===== src/rtl/flash_arbiter.sv =====
// flash_arbiter: two-port read arbiter sharing a single flash read port
// Ports: m0_* audio reader and m1_* auxiliary requester (read-only, pipelined valid),
//        flsh_* flash master side, busy/grant_id/err_timeout status.
module flash_arbiter #(
  parameter int ADDR_W     = 23,
  parameter int MAX_STREAK = 4,
  parameter int TIMEOUT    = 255
) (
  input  logic              clk,
  input  logic              rst_n,
  input  logic [ADDR_W-1:0] m0_address,
  input  logic              m0_read,
  input  logic [3:0]        m0_byteenable,
  output logic              m0_waitrequest,
  output logic [31:0]       m0_readdata,
  output logic              m0_readdatavalid,
  input  logic [ADDR_W-1:0] m1_address,
  input  logic              m1_read,
  input  logic [3:0]        m1_byteenable,
  output logic              m1_waitrequest,
  output logic [31:0]       m1_readdata,
  output logic              m1_readdatavalid,
  output logic [ADDR_W-1:0] flsh_address,
  output logic              flsh_read,
  output logic [3:0]        flsh_byteenable,
  input  logic              flsh_waitrequest,
  input  logic [31:0]       flsh_readdata,
  input  logic              flsh_readdatavalid,
  output logic              busy,
  output logic              grant_id,
  output logic              err_timeout
);
  localparam int SW = $clog2(MAX_STREAK + 2);
  localparam int CW = $clog2(TIMEOUT + 2);
  typedef enum logic [1:0] {IDLE, ISSUE, WAIT_DATA} state_t;
  state_t            r_state, w_next;
  logic [ADDR_W-1:0] r_addr;
  logic [3:0]        r_be;
  logic              r_gid, r_rdv0, r_rdv1, r_err;
  logic [31:0]       r_rd0, r_rd1;
  logic [SW-1:0]     r_streak;
  logic [CW-1:0]     r_cnt;
  logic              w_idle, w_g0, w_g1, w_dv, w_to, w_done;
  logic [31:0]       w_rdata;
  always_comb begin
    w_idle = r_state == IDLE;
    // port 1 wins when port 0 is quiet or has used up its streak allowance
    w_g1 = w_idle && m1_read && (!m0_read || r_streak == SW'(MAX_STREAK));
    w_g0 = w_idle && m0_read && !w_g1;
    w_dv = r_state == WAIT_DATA && flsh_readdatavalid;
    // data arriving on the expiry cycle suppresses the timeout
    w_to = r_state == WAIT_DATA && !flsh_readdatavalid && r_cnt == CW'(TIMEOUT);
    w_done = w_dv || w_to;
    w_rdata = w_dv ? flsh_readdata : 32'h0;
    w_next = (w_g0 || w_g1) ? ISSUE :
             (r_state == ISSUE && !flsh_waitrequest) ? WAIT_DATA :
             w_done ? IDLE : r_state;
    // gated by rst_n so both ports stall while reset is held
    m0_waitrequest = !(rst_n && w_g0);
    m1_waitrequest = !(rst_n && w_g1);
  end
  always_ff @(posedge clk or negedge rst_n) begin
    if (!rst_n) begin
      r_state  <= IDLE;
      r_addr   <= '0;
      r_be     <= '0;
      r_gid    <= 1'b0;
      r_streak <= '0;
      r_cnt    <= '0;
      r_rd0    <= '0;
      r_rd1    <= '0;
      r_rdv0   <= 1'b0;
      r_rdv1   <= 1'b0;
      r_err    <= 1'b0;
    end else begin
      r_state <= w_next;
      if (w_g0 || w_g1) begin
        r_addr   <= w_g1 ? m1_address : m0_address;
        r_be     <= w_g1 ? m1_byteenable : m0_byteenable;
        r_gid    <= w_g1;
        r_streak <= !(w_g0 && m1_read) ? '0 :
                    r_streak == SW'(MAX_STREAK) ? r_streak : r_streak + SW'(1);
      end
      r_cnt  <= r_state == WAIT_DATA ? r_cnt + CW'(1) : '0;
      r_rdv0 <= w_done && !r_gid;
      r_rdv1 <= w_done && r_gid;
      if (w_done && !r_gid) r_rd0 <= w_rdata;
      if (w_done && r_gid) r_rd1 <= w_rdata;
      r_err <= w_to;
    end
  end
  assign flsh_read        = r_state == ISSUE;
  assign flsh_address     = r_addr;
  assign flsh_byteenable  = r_be;
  assign busy             = !w_idle;
  assign grant_id         = r_gid;
  assign err_timeout      = r_err;
  assign m0_readdata      = r_rd0;
  assign m1_readdata      = r_rd1;
  assign m0_readdatavalid = r_rdv0;
  assign m1_readdatavalid = r_rdv1;
endmodule


===== config.mk =====
export PLATFORM = sky130hd
export DESIGN_NAME = flash_arbiter
export DESIGN_NICKNAME = d
export VERILOG_FILES = /design/src/rtl/flash_arbiter.sv
export SDC_FILE = /design/constraint.sdc
export NUM_CORES = 1
export LEC_CHECK = 0
export CAP_MARGIN = 40
export CORE_ASPECT_RATIO = 0.5
export CORE_MARGIN = 2
export CORE_UTILIZATION = 45
export DETAILED_ROUTE_END_ITERATION = 10
export PLACE_DENSITY = 0.92
export SETUP_SLACK_MARGIN = 0.1
export SYNTH_ARGS = -nofsm -noshare
export SYNTH_HDL_FRONTEND = slang
export SYNTH_SLANG_ARGS = --single-unit

===== constraint.sdc =====
create_clock -name clk -period 5 [get_ports clk]
set_input_delay 1 -clock clk [delete_from_list [all_inputs] [get_ports clk]]
set_output_delay 1 -clock clk [all_outputs]
set_load 0.02 [all_outputs]

; ---- Yosys cells after proc, flatten, opt, wreduce, memory -nomap -nowiden
; Index checks and enable logic that the tools add are counted.
[totals]
ff_bits = 109
latchBits = 0
mem_bits_rw = 0
mem_bits_ro = 0
in_bits = 92
out_inout_bits = 99
wordCells = 54
memories = 0
[op_classes]
addsub = 2
n_mul = 0
n_div = 0
order_cmp = 0
eq_ne = 5
shifts = 0
mux = 9
n_bitwise = 0
n_reduce_logical = 27
[op_table]
columns = operator, count
row1 = two-way mux 32 bit, 1
row2 = two-way mux 23 bit, 1
row3 = logical AND 1 bit, 13
row4 = "adder 9 x 1 -> 9 bit, second input constant", 1
row5 = "equality test 9 x 8 -> 1 bit, second input constant", 1
row6 = two-way mux 9 bit, 1
row7 = logical NOT 1 bit, 8
row8 = two-way mux 2 bit, 3
row9 = two-way mux 3 bit, 2
row10 = two-way mux 4 bit, 1
row11 = "adder 3 x 1 -> 3 bit, second input constant", 1
row12 = "equality test 3 bit, second input constant", 1
row13 = logical OR 1 bit, 3
row14 = nonzero test 3 bit, 1
row15 = "equality test 2 x 1 -> 1 bit, second input constant", 1
row16 = "equality test 2 bit, second input constant", 1
row17 = logical NOT 2 bit, 1
row18 = "!= test 2 bit, second input constant", 1
row19 = AND reduction 2 bit, 1

; ---- Depth between registers and ports, before layout
; Gate-level depths: netlist (run 1).
[depth]
word_depth = 8
ltp_mapped = 9
mapped_depth_nobuf = 7

; ---- Worst setup path before layout (run 1)
; Ideal clock, no wire load.
[synth_path]
path_kind = input port to output port
from = input port m0_read
to = output port m0_waitrequest
arrival_time_ns = 1.908
t_required_ns = 4.000
slack_ns = 2.092
path_stages = 5
n_path_buf = 2
cell_sequence = a21bo_2 -> nand3_1 -> buf_2 -> buf_2 -> nand4_1
[synth_via]
elab_chain_len = 7
elab_cells_between_ends = 8
classes_between = reduce/logical (8)
[synth_lines]
columns = element, line_no
row1 = from (decl), 12  ; input logic m0_read,
row2 = logical NOT 1 bit, 48  ; w_g1 = w_idle && m1_read && (!m0_read || r_streak == SW'(MAX_STREAK));
row3 = logical OR 1 bit, 48
row4 = logical AND 1 bit, 48
row5 = logical NOT 1 bit, 49  ; w_g0 = w_idle && m0_read && !w_g1;
row6 = logical AND 1 bit *, 49
row7 = logical AND 1 bit *, 59  ; m0_waitrequest = !(rst_n && w_g0);
row8 = logical NOT 1 bit *, 59
row9 = to (decl), 14  ; output logic m0_waitrequest,
; Mark *: on every way between the ends. The rest lies on a longest branch, timed or not.

; ---- Final worst setup path (run 1)
; Same ends and word-level chain as after synthesis.

==> results of run 1 <==
[area by class of cell]
class	count	area, µm²
inverters	61	229.0
flip-flops and latches	109	2728
clock buffers	9	225.2
clock inverters	7	88.84
multi-input cells	180	1330
well taps	135	168.9
fillers	693	2741
repair buffers	198	1967
[cells in the mapped netlist, types with 3 or more instances]
master,number,area share (%)
a21oi_1,5,0.57
dfrtp_1,109,62
nand4_1,3,0.43
ha_1,4,1.1
nand3_1,7,0.79
inv_1,61,5.2
o21ai_0,33,3.7
o221ai_1,27,5.4
buf_2,10,1.1
nand2b_1,3,0.43
nor2_1,8,0.68
buf_6,3,0.77
clkbuf_1,12,1.0
nand2_1,5,0.43
a22o_1,65,13
or3_1,4,0.57
[registers in the layout, indices dropped and copies added, names as in the netlist]
register and flops:
flsh_byteenable 4, flsh_address 23, err_timeout 1, m0_readdata 32, r_streak 3, m0_readdatavalid 1
m1_readdata 32, m1_readdatavalid 1, grant_id 1, r_cnt 9, r_state 2
[cells by family (layout without fill, tap and decap cells)]
logic type | after synthesis | count (layout)
AO/OA/AOI/OAI | 133 | 133
XOR/XNOR | 3 | 3
adder cells (fa/ha/maj) | 4 | 4
buffers and inverters | 86 | 275
flip-flops | 109 | 109
multiplexers | 1 | 1
AND/OR/NAND/NOR | 39 | 39
[critical path: stages]
cell and delay, ps:
clkdlybuf4s50_1 570, a21bo_2 260, nand3_1 100, nand4_1 100, clkdlybuf4s50_1 570
[routing by layer]
| layer | part of all wire [%] | up-vias | GRT usage, % |
|---|---|---|---|
| li1 | - | 1717 | - |
| met1 | 41 | 1819 | 28.09 |
| met2 | 49 | 163 | 39.63 |
| met3 | 5.9 | 40 | 6.375 |
| met4 | 4.3 | 0 | 11.98 |
| met5 | 0 | - | 0 |
[worst min-delay path by stage]
stage               startpoint       end  slack, ps
floorplan             r_cnt[0]  r_cnt[0]        430
global placement      r_cnt[0]  r_cnt[0]        450
detailed placement    r_cnt[0]  r_cnt[0]        450
CTS                   r_cnt[0]  r_cnt[0]        470
global route          r_cnt[0]  r_cnt[0]        480
finish                r_cnt[0]  r_cnt[0]        460
[metrics by stage]
step	hold slack (ps)	utilization, %	std cells	instance area [µm²]	power [mW]
final	464.9	71.08	699	6736	4.210
after floorplan	432.9	-	375	4409	2.481
after global routing	481.1	71.08	699	6736	4.425
after CTS	467.8	71.08	699	6736	4.235
after detailed placement	452.1	67.76	683	6422	3.487
after global placement	448.8	67.60	682	6407	3.418
[power breakdown]
part | switching (mW) | internal (mW) | total (mW)
clock network | 0.341 | 0.400 | 0.742
logic | 0.994 | 1.00 | 1.99
registers | 0.217 | 1.26 | 1.47
total | 1.55 | 2.66 | 4.21
==> results.tsv, run 1 <==
metric	value	unit
status	completed	
effective utilization at floorplan	46.52	%
synth-to-layout area growth	52.78	%
initial antenna violation count	0	
# resized after CTS	0	
CP endpoint kind	output port	
dpl ws	1416	ps
syn_area_per_cell	11.76	µm²
commonest cells after routing, fill and taps aside	clkdlybuf4s50_1, dfrtp_1, a22o_1	
first-pass GRT wire length	19020	µm
Synth Area in Compound Gates	23.18	%
Syn. warnings	0	
Final min period	3590	ps
reg2reg end	m1_readdata[27]	
Slew @ Worst Pin	898.7	ps
RR Startpoint	r_cnt[0]	
CTS HTree Levels	3	
largest net degree at the start of global routing	67	
Tot GR Track Use	23.33	%
Cell Area, Synth	4409	µm²
# diodes	0	
clk slew on worst S/H paths	80	ps
Max Cap Viol	0	
Synth async-reset ratio	100.0	%
clock skew	14.80	ps
Total Wirelength	12260	µm
GPL Wtd Cong	0.7965	
Final Hold Fails	0	
multiplexer share of the synthesized area	0.2554	%
CP startpoint	m0_read	
setup TNS	0	ps
end point of the critical path	m0_waitrequest	
kind of start point of the critical path	primary input	
CP arrival	2590	ps
initial DRC count	255	
I/O pin count	191	
GRT Residual Overflow	0	
most common cell after layout, fill and taps aside	clkdlybuf4s50_1	
largest family of logic cells by synthesized area	compound AO/OA/AOI/OAI gates	
Via density	5.349	
CTS buffer count	9	
register area share after synthesis	61.86	%
final worst setup slack	1410	ps
Die ar.	10650	µm²
total clock sinks	109	
fin crit share	71.81	%
Synth cell types	30	
die height	74.00	µm
Vias	3739	
RSZ-0062 raised after global routing	no	
P_leak	3.039	nW
Worst slew margin	40.02	%
fin. max-slew vios	0	
Post-Synth Adder-Cell Area	1.135	%
Post-CTS Setup Inserts	0	
DRC viols	0	
die width	144.0	µm
Most used DFF post-synth	dfrtp_1	
Rows	25	
Synth Area in Simple Gates	4.852	%
port buffer count	190	
Crit path required time	4000	ps
Worst Hold Class	register to register	
Mapped Cells	375	
DP HPWL	8604	µm
CTS tree	done	
CTS Buffer Depth	2	
FMAX	278.5	MHz
Yosys reg bits	109	
Core Area	9478	µm²
peak fanout along the critical path	7	
CTS root buf	clkbuf_16	
Synth Area in XOR/XNOR	0.5959	%
number of global-route vias before repair	3777	
VDD IR-drop max	0.2787	mV
# hold bufs at CTS	0	
Final nets	655	
Post-Syn Nets	471	
Worst R2R Setup Slack	2540	ps
WHS Path Cells	1	
Cell Pwr Density	624.9	nW/µm²
share of cells above drive strength 1	5.142	%
final setup vio count	0	
worst-skew pair later-pin latency	350	ps
first drt pass iteration count	4	
crit path kind	primary input to output port	
Final ANT Viol Nets	0	
per-cell routed wire length	17.54	µm
number of synthesized flops with an enable pin	0	
R2R depth	8	
No activity file was read; power rests on OpenSTA's default activity.
==> run 2, diff against run 1 <==
--- a/config.mk
+++ b/config.mk
@@ -8,9 +8,9 @@
 export CAP_MARGIN = 40
 export CORE_ASPECT_RATIO = 0.5
 export CORE_MARGIN = 2
-export CORE_UTILIZATION = 45
+export CORE_UTILIZATION = 42
 export DETAILED_ROUTE_END_ITERATION = 10
-export PLACE_DENSITY = 0.92
+export PLACE_DENSITY = 0.87
 export SETUP_SLACK_MARGIN = 0.1
 export SYNTH_ARGS = -nofsm -noshare
 export SYNTH_HDL_FRONTEND = slang
==> constraint.sdc (replaced) <==
create_clock -name clk -period 3.4 [get_ports clk]
set_input_delay 0.68 -clock clk [delete_from_list [all_inputs] [get_ports clk]]
set_output_delay 0.68 -clock clk [all_outputs]
set_load 0.02 [all_outputs]
==> run 2 against run 1 <==
Effect of this change:
- worst hold slack worse by 230 ps
- critical path depth unchanged
- highest routed layer unchanged
- final cell count up 1.3%
- worst setup slack got worse by 1000 ps
- clock power is 42% higher
- die area up 6.8%
- via count is 0.59% lower
==> results.tsv, run 2 (synthesis results as in run 1) <==
metric	value	unit	change
Rows	26		+4.0%
FF/Latch Area	2728	µm²	unchanged
CTS tree	done		
Final min period	3002	ps	
peak fanout along the critical path	7		unchanged
Power Total	6.193	mW	+47%
Worst R2R Setup Slack	1140	ps	-1400 ps
Final Hold Fails	0		unchanged
VDD IR-drop max	0.4164	mV	+49%
CTS root buf	clkbuf_16		
GRT met1 Usage	26.93	%	-1.2 points
largest net degree at the start of global routing	43		-36%
final worst setup slack	398.0	ps	-1012 ps
clock skew	6.678	ps	-8.122 ps
port buffer count	190		unchanged
CTS Buffer Depth	2		unchanged
# diodes	0		unchanged
GPL Wtd Cong	0.7853		-1.4%
Die ar.	11380	µm²	+6.8%
status	completed		
Slew @ Worst Pin	626.9	ps	-271.8 ps
die width	148.9	µm	+3.4%
die height	76.45	µm	+3.3%
first-pass GRT wire length	20420	µm	+7.3%
# resized after CTS	0		unchanged
post-layout util	66.65	%	-4.4 points
Total Wirelength	12370	µm	+0.85%
area of the multi-input gates	1333	µm²	+0.19%
initial antenna violation count	0		unchanged
initial DRC count	189		-26%
crit path cell chain	clkdlybuf4s50_1 > a21bo_2 > nand3_1 > nand4_1 > clkdlybuf4s50_1		
Post-CTS Setup Inserts	0		unchanged
met3 Use GR	6.347	%	-0.027 points
CTS buffer count	9		unchanged
cell family with the largest share of critical-path delay	buffers and inverters		
first drt pass iteration count	4		unchanged
P_leak	3.073	nW	+1.1%
Fillers	778		+12%
final setup vio count	0		unchanged
reg2reg end	m0_readdata[27]		
share of cells above drive strength 1	5.986	%	+0.84 points
CP endpoint kind	output port		
worst-skew pair later-pin latency	340	ps	about the same
GRT Residual Overflow	0		unchanged
total clock sinks	109		unchanged
DRC viols	0		unchanged
Via density	5.250		-1.9%
Max Cap Viol	0		unchanged
Post-DP Area	6506	µm²	+1.3%
CTS HTree Levels	3		unchanged
crit path kind	primary input to output port		
dpl ws	409.7	ps	-1007 ps
Worst slew margin	58.21	%	+18 points
RSZ-0062 raised after global routing	no		
setup TNS	0	ps	unchanged
most common cell after layout, fill and taps aside	clkdlybuf4s50_1		
# hold bufs at CTS	0		unchanged
gr busiest metal	met2		
commonest cells after routing, fill and taps aside	clkdlybuf4s50_1, dfrtp_1, a22o_1		
fin. max-slew vios	0		unchanged
CP max stage delay	590	ps	+20 ps
per-cell routed wire length	17.46	µm	-0.43%
synth-to-layout area growth	54.40	%	
fin crit share	88.29	%	
M2 GR Usage	39.49	%	-0.14 points
CP startpoint	m0_read		
CP Buf/Inv Count	2		unchanged
fin area	6808	µm²	+1.1%
Final nets	659		+0.61%
Core Area	10210	µm²	+7.8%
DP HPWL	8818	µm	+2.5%
effective utilization at floorplan	43.17	%	-3.4 points
RR Startpoint	r_cnt[0]		
FMAX	333.1	MHz	
Final ANT Viol Nets	0		unchanged
number of global-route vias before repair	3980		+5.4%
Tot GR Track Use	22.84	%	-0.48 points
CP max-delay cell	clkdlybuf4s50_1		
R2R depth	8		unchanged
Crit path required time	2720	ps	-1280 ps
Cell Pwr Density	909.7	nW/µm²	+46%
Vias	3717		-0.59%
clk slew on worst S/H paths	70	ps	about the same
Worst Hold Class	primary input to asynchronous set/reset pin		
CP arrival	2320	ps	-270 ps
kind of start point of the critical path	primary input		
I/O pin count	191		unchanged
most frequent CP cell	clkdlybuf4s50_1		
[run 2: cell count changes in the layout (fill, tap and decap cells not counted)]
cell / previous run / this run
buf_12: 0 / 2
buf_16: 0 / 1
buf_4: 8 / 9
bufinv_16: 1 / 0
clkbuf_8: 0 / 1
clkinv_4: 0 / 1
clkinvlp_4: 1 / 0
inv_6: 4 / 3
inv_8: 0 / 1
nor2_1: 8 / 7
nor2_2: 1 / 2
[run 2: how the worst max path moves through the flow]
| stage | to | slack (ps) | depth (start not counted) |
|---|---|---|---|
| 2_1_floorplan | m0_waitrequest | 1130 | 5 |
| 3_5_place_dp | m0_waitrequest | 410 | 5 |
| 6_report | m0_waitrequest | 400 | 5 |
| 5_1_grt | m0_waitrequest | 330 | 5 |
| 4_1_cts | m0_waitrequest | 410 | 5 |
| 3_3_place_gp | m0_waitrequest | 470 | 5 |
[run 2: worst register-to-register path: stages, from the launching register on]
cell and delay (ps):
dfrtp_1 370, ha_1 250, nand3_1 90, nor2_1 100, ha_1 170, nor2_1 70, or3_1 590, buf_16 270
a22o_1 250
[run 2: final cells by class]
type	instances	area share, %
Clock inverter	6	0.9189
Sequential cell	109	40.07
Inverter	61	3.363
Timing Repair Buffer	202	29.99
Multi-Input combinational cell	180	19.57
Tap cell	140	2.573
Clock buffer	10	3.510
[run 2: per-layer routing]
| metal | vias to the layer above | wire [µm] |
|---|---|---|
| met2 | 141 | 6229 |
| met1 | 1830 | 5011 |
| met4 | 0 | 352 |
| met5 | - | 0 |
| li1 | 1716 | - |
| met3 | 30 | 771 |
[run 2: power by group]
part / leakage, nW / internal, mW / switching (mW)
clock network: 0.149 / 0.539 / 0.511
registers: 1.39 / 1.85 / 0.338
logic: 1.54 / 1.49 / 1.46
[run 2: through the flow]
| step | std cells | hold slack [ps] |
|---|---|---|
| 6_report | 708 | 239.5 |
| 5_1_grt | 708 | 251.1 |
| 4_1_cts | 708 | 236.3 |
| 3_5_place_dp | 692 | 457.0 |
| 3_3_place_gp | 688 | 446.9 |
| 2_1_floorplan | 375 | 384.4 |
==> run 3, diff against run 2 <==
--- a/config.mk
+++ b/config.mk
@@ -6,9 +6,9 @@
 export NUM_CORES = 1
 export LEC_CHECK = 0
 export CAP_MARGIN = 40
-export CORE_ASPECT_RATIO = 0.5
 export CORE_MARGIN = 2
 export CORE_UTILIZATION = 42
+export CTS_CLUSTER_DIAMETER = 100
 export DETAILED_ROUTE_END_ITERATION = 10
 export PLACE_DENSITY = 0.87
 export SETUP_SLACK_MARGIN = 0.1
==> run 3 against run 2 <==
Effect of this change:
- wire length decreased by 0.75%
- count of clock-buffer cells in the layout shrank 1
- sequential power hardly changed
- register-to-register slack better by 130 ps
- non-clock buffer count fell by 3
- critical path depth is 2 lower
- die area decreased by 0.44%
==> results.tsv, run 3 (synthesis results as in run 1) <==
metric	value	unit	change
max layer used	met4		
crit path kind	register to output port		
clock skew	14.90	ps	+8.222 ps
Post-CTS Setup Inserts	0		unchanged
# diodes	0		unchanged
port buffer count	190		unchanged
WL met3	924	µm	+20%
Vias	3763		+1.2%
initial DRC count	195		+3.2%
final worst setup slack	365.6	ps	-32.47 ps
GPL Wtd Cong	0.7455		-5.1%
share of cells above drive strength 1	5.310	%	-0.68 points
initial antenna violation count	0		unchanged
kind of start point of the critical path	register		
FMAX	329.6	MHz	-1.1%
effective utilization at floorplan	42.90	%	-0.26 points
die height	106.5	µm	+39%
final setup vio count	0		unchanged
Crit path required time	2720	ps	about the same
CTS HTree Levels	3		unchanged
dpl ws	431.5	ps	+21.80 ps
Final ANT Viol Nets	0		unchanged
CP endpoint kind	output port		
I/O pin count	191		unchanged
die width	106.5	µm	-29%
met2 WL post-DR	6068	µm	-2.6%
Core Area	10280	µm²	+0.61%
Tot GR Track Use	21.57	%	-1.3 points
Final Hold Fails	0		unchanged
RSZ-0062 raised after global routing	no		
Rows	37		+42%
Cell Pwr Density	886.7	nW/µm²	-2.5%
largest net degree at the start of global routing	69		+60%
Die ar.	11330	µm²	-0.44%
peak fanout along the critical path	30		+23
Max Cap Viol	0		unchanged
per-cell routed wire length	17.51	µm	+0.24%
wire length on met1	5026	µm	+0.30%
commonest cells after routing, fill and taps aside	clkdlybuf4s50_1, dfrtp_1, a22o_1		
Slew @ Worst Pin	886.8	ps	+259.9 ps
GRT Residual Overflow	0		unchanged
DRC viols	0		unchanged
setup TNS	0	ps	unchanged
CTS root buf	clkbuf_8		
clk slew on worst S/H paths	120	ps	+50 ps
fin crit share	89.25	%	+0.96 points
Final min period	3034	ps	+32.47 ps
first drt pass iteration count	4		unchanged
Total Wirelength	12270	µm	-0.75%
status	completed		
Worst Hold Class	primary input to asynchronous set/reset pin		
synth-to-layout area growth	50.60	%	
fin. max-slew vios	0		unchanged
CTS buffer count	9		unchanged
total clock sinks	109		unchanged
number of global-route vias before repair	3925		-1.4%
VDD IR-drop max	0.4098	mV	-1.6%
DP HPWL	8841	µm	+0.26%
# resized after CTS	0		unchanged
worst-skew pair later-pin latency	360	ps	+20 ps
first-pass GRT wire length	19510	µm	-4.4%
most common cell after layout, fill and taps aside	clkdlybuf4s50_1		
P_leak	3.000	nW	-2.4%
Final nets	656		-0.46%
Worst slew margin	40.82	%	-17 points
Power Total	5.888	mW	-4.9%
CP arrival	2350	ps	+30 ps
CTS Buffer Depth	2		unchanged
Via density	5.368		+2.2%
CTS tree	done		
# hold bufs at CTS	0		unchanged
[run 3: changes by cell type in the layout (fill, tap and decap cells not counted), sizes merged]
cell / change
inv: -1
clkbuf: -1
buf: -3
clkinv: +2
[run 3: layout make-up]
| type | instances | area (µm²) |
|---|---|---|
| Clock inverter | 7 | 77.57 |
| Inverter | 61 | 229.0 |
| Fill cell | 805 | 3637 |
| Clock buffer | 9 | 123.9 |
| Multi-Input combinational cell | 180 | 1330 |
| Tap cell | 136 | 170.2 |
| Sequential cell | 109 | 2728 |
| Timing Repair Buffer | 199 | 1982 |
[run 3: worst paths after layout]
check,from,end,slack [ps],cells after the start
max,r_state[1],busy,370,3
min,rst_n,flsh_address[12],420,2
max reg2reg,r_cnt[1],m0_readdata[9],1270,8
min reg2reg,r_cnt[0],r_cnt[0],460,1
max in group asynchronous,rst_n,m0_readdata[2],1740,3
min in group clk,r_cnt[0],r_cnt[0],460,1
[run 3: critical path, stage by stage (launching register included)]
cell and delay [ps]:
dfrtp_1 460, nor2_2 110, inv_1 660, clkdlybuf4s50_1 750
[run 3: through the flow]
stage	instances	hold WS, ps	util [%]	cell area [µm²]
final	701	415.5	64.61	6640
after global routing	701	445.1	64.61	6640
after CTS	701	414.8	64.61	6640
after detailed placement	685	455.1	62.65	6439
after global placement	683	443.2	62.36	6409
after floorplan	375	384.4	-	4409
[run 3: power breakdown]
part / internal, mW / switching, mW / leakage (nW)
clock network: 0.293 / 0.484 / 0.103
registers: 1.85 / 0.344 / 1.39
logic: 1.48 / 1.45 / 1.51
[run 3: routing by layer]
metal  up-vias  track usage (%)
met5         -                0
met4         0            6.865
met3        20            5.089
met2       172            36.40
met1      1855            27.58
li1       1716                -
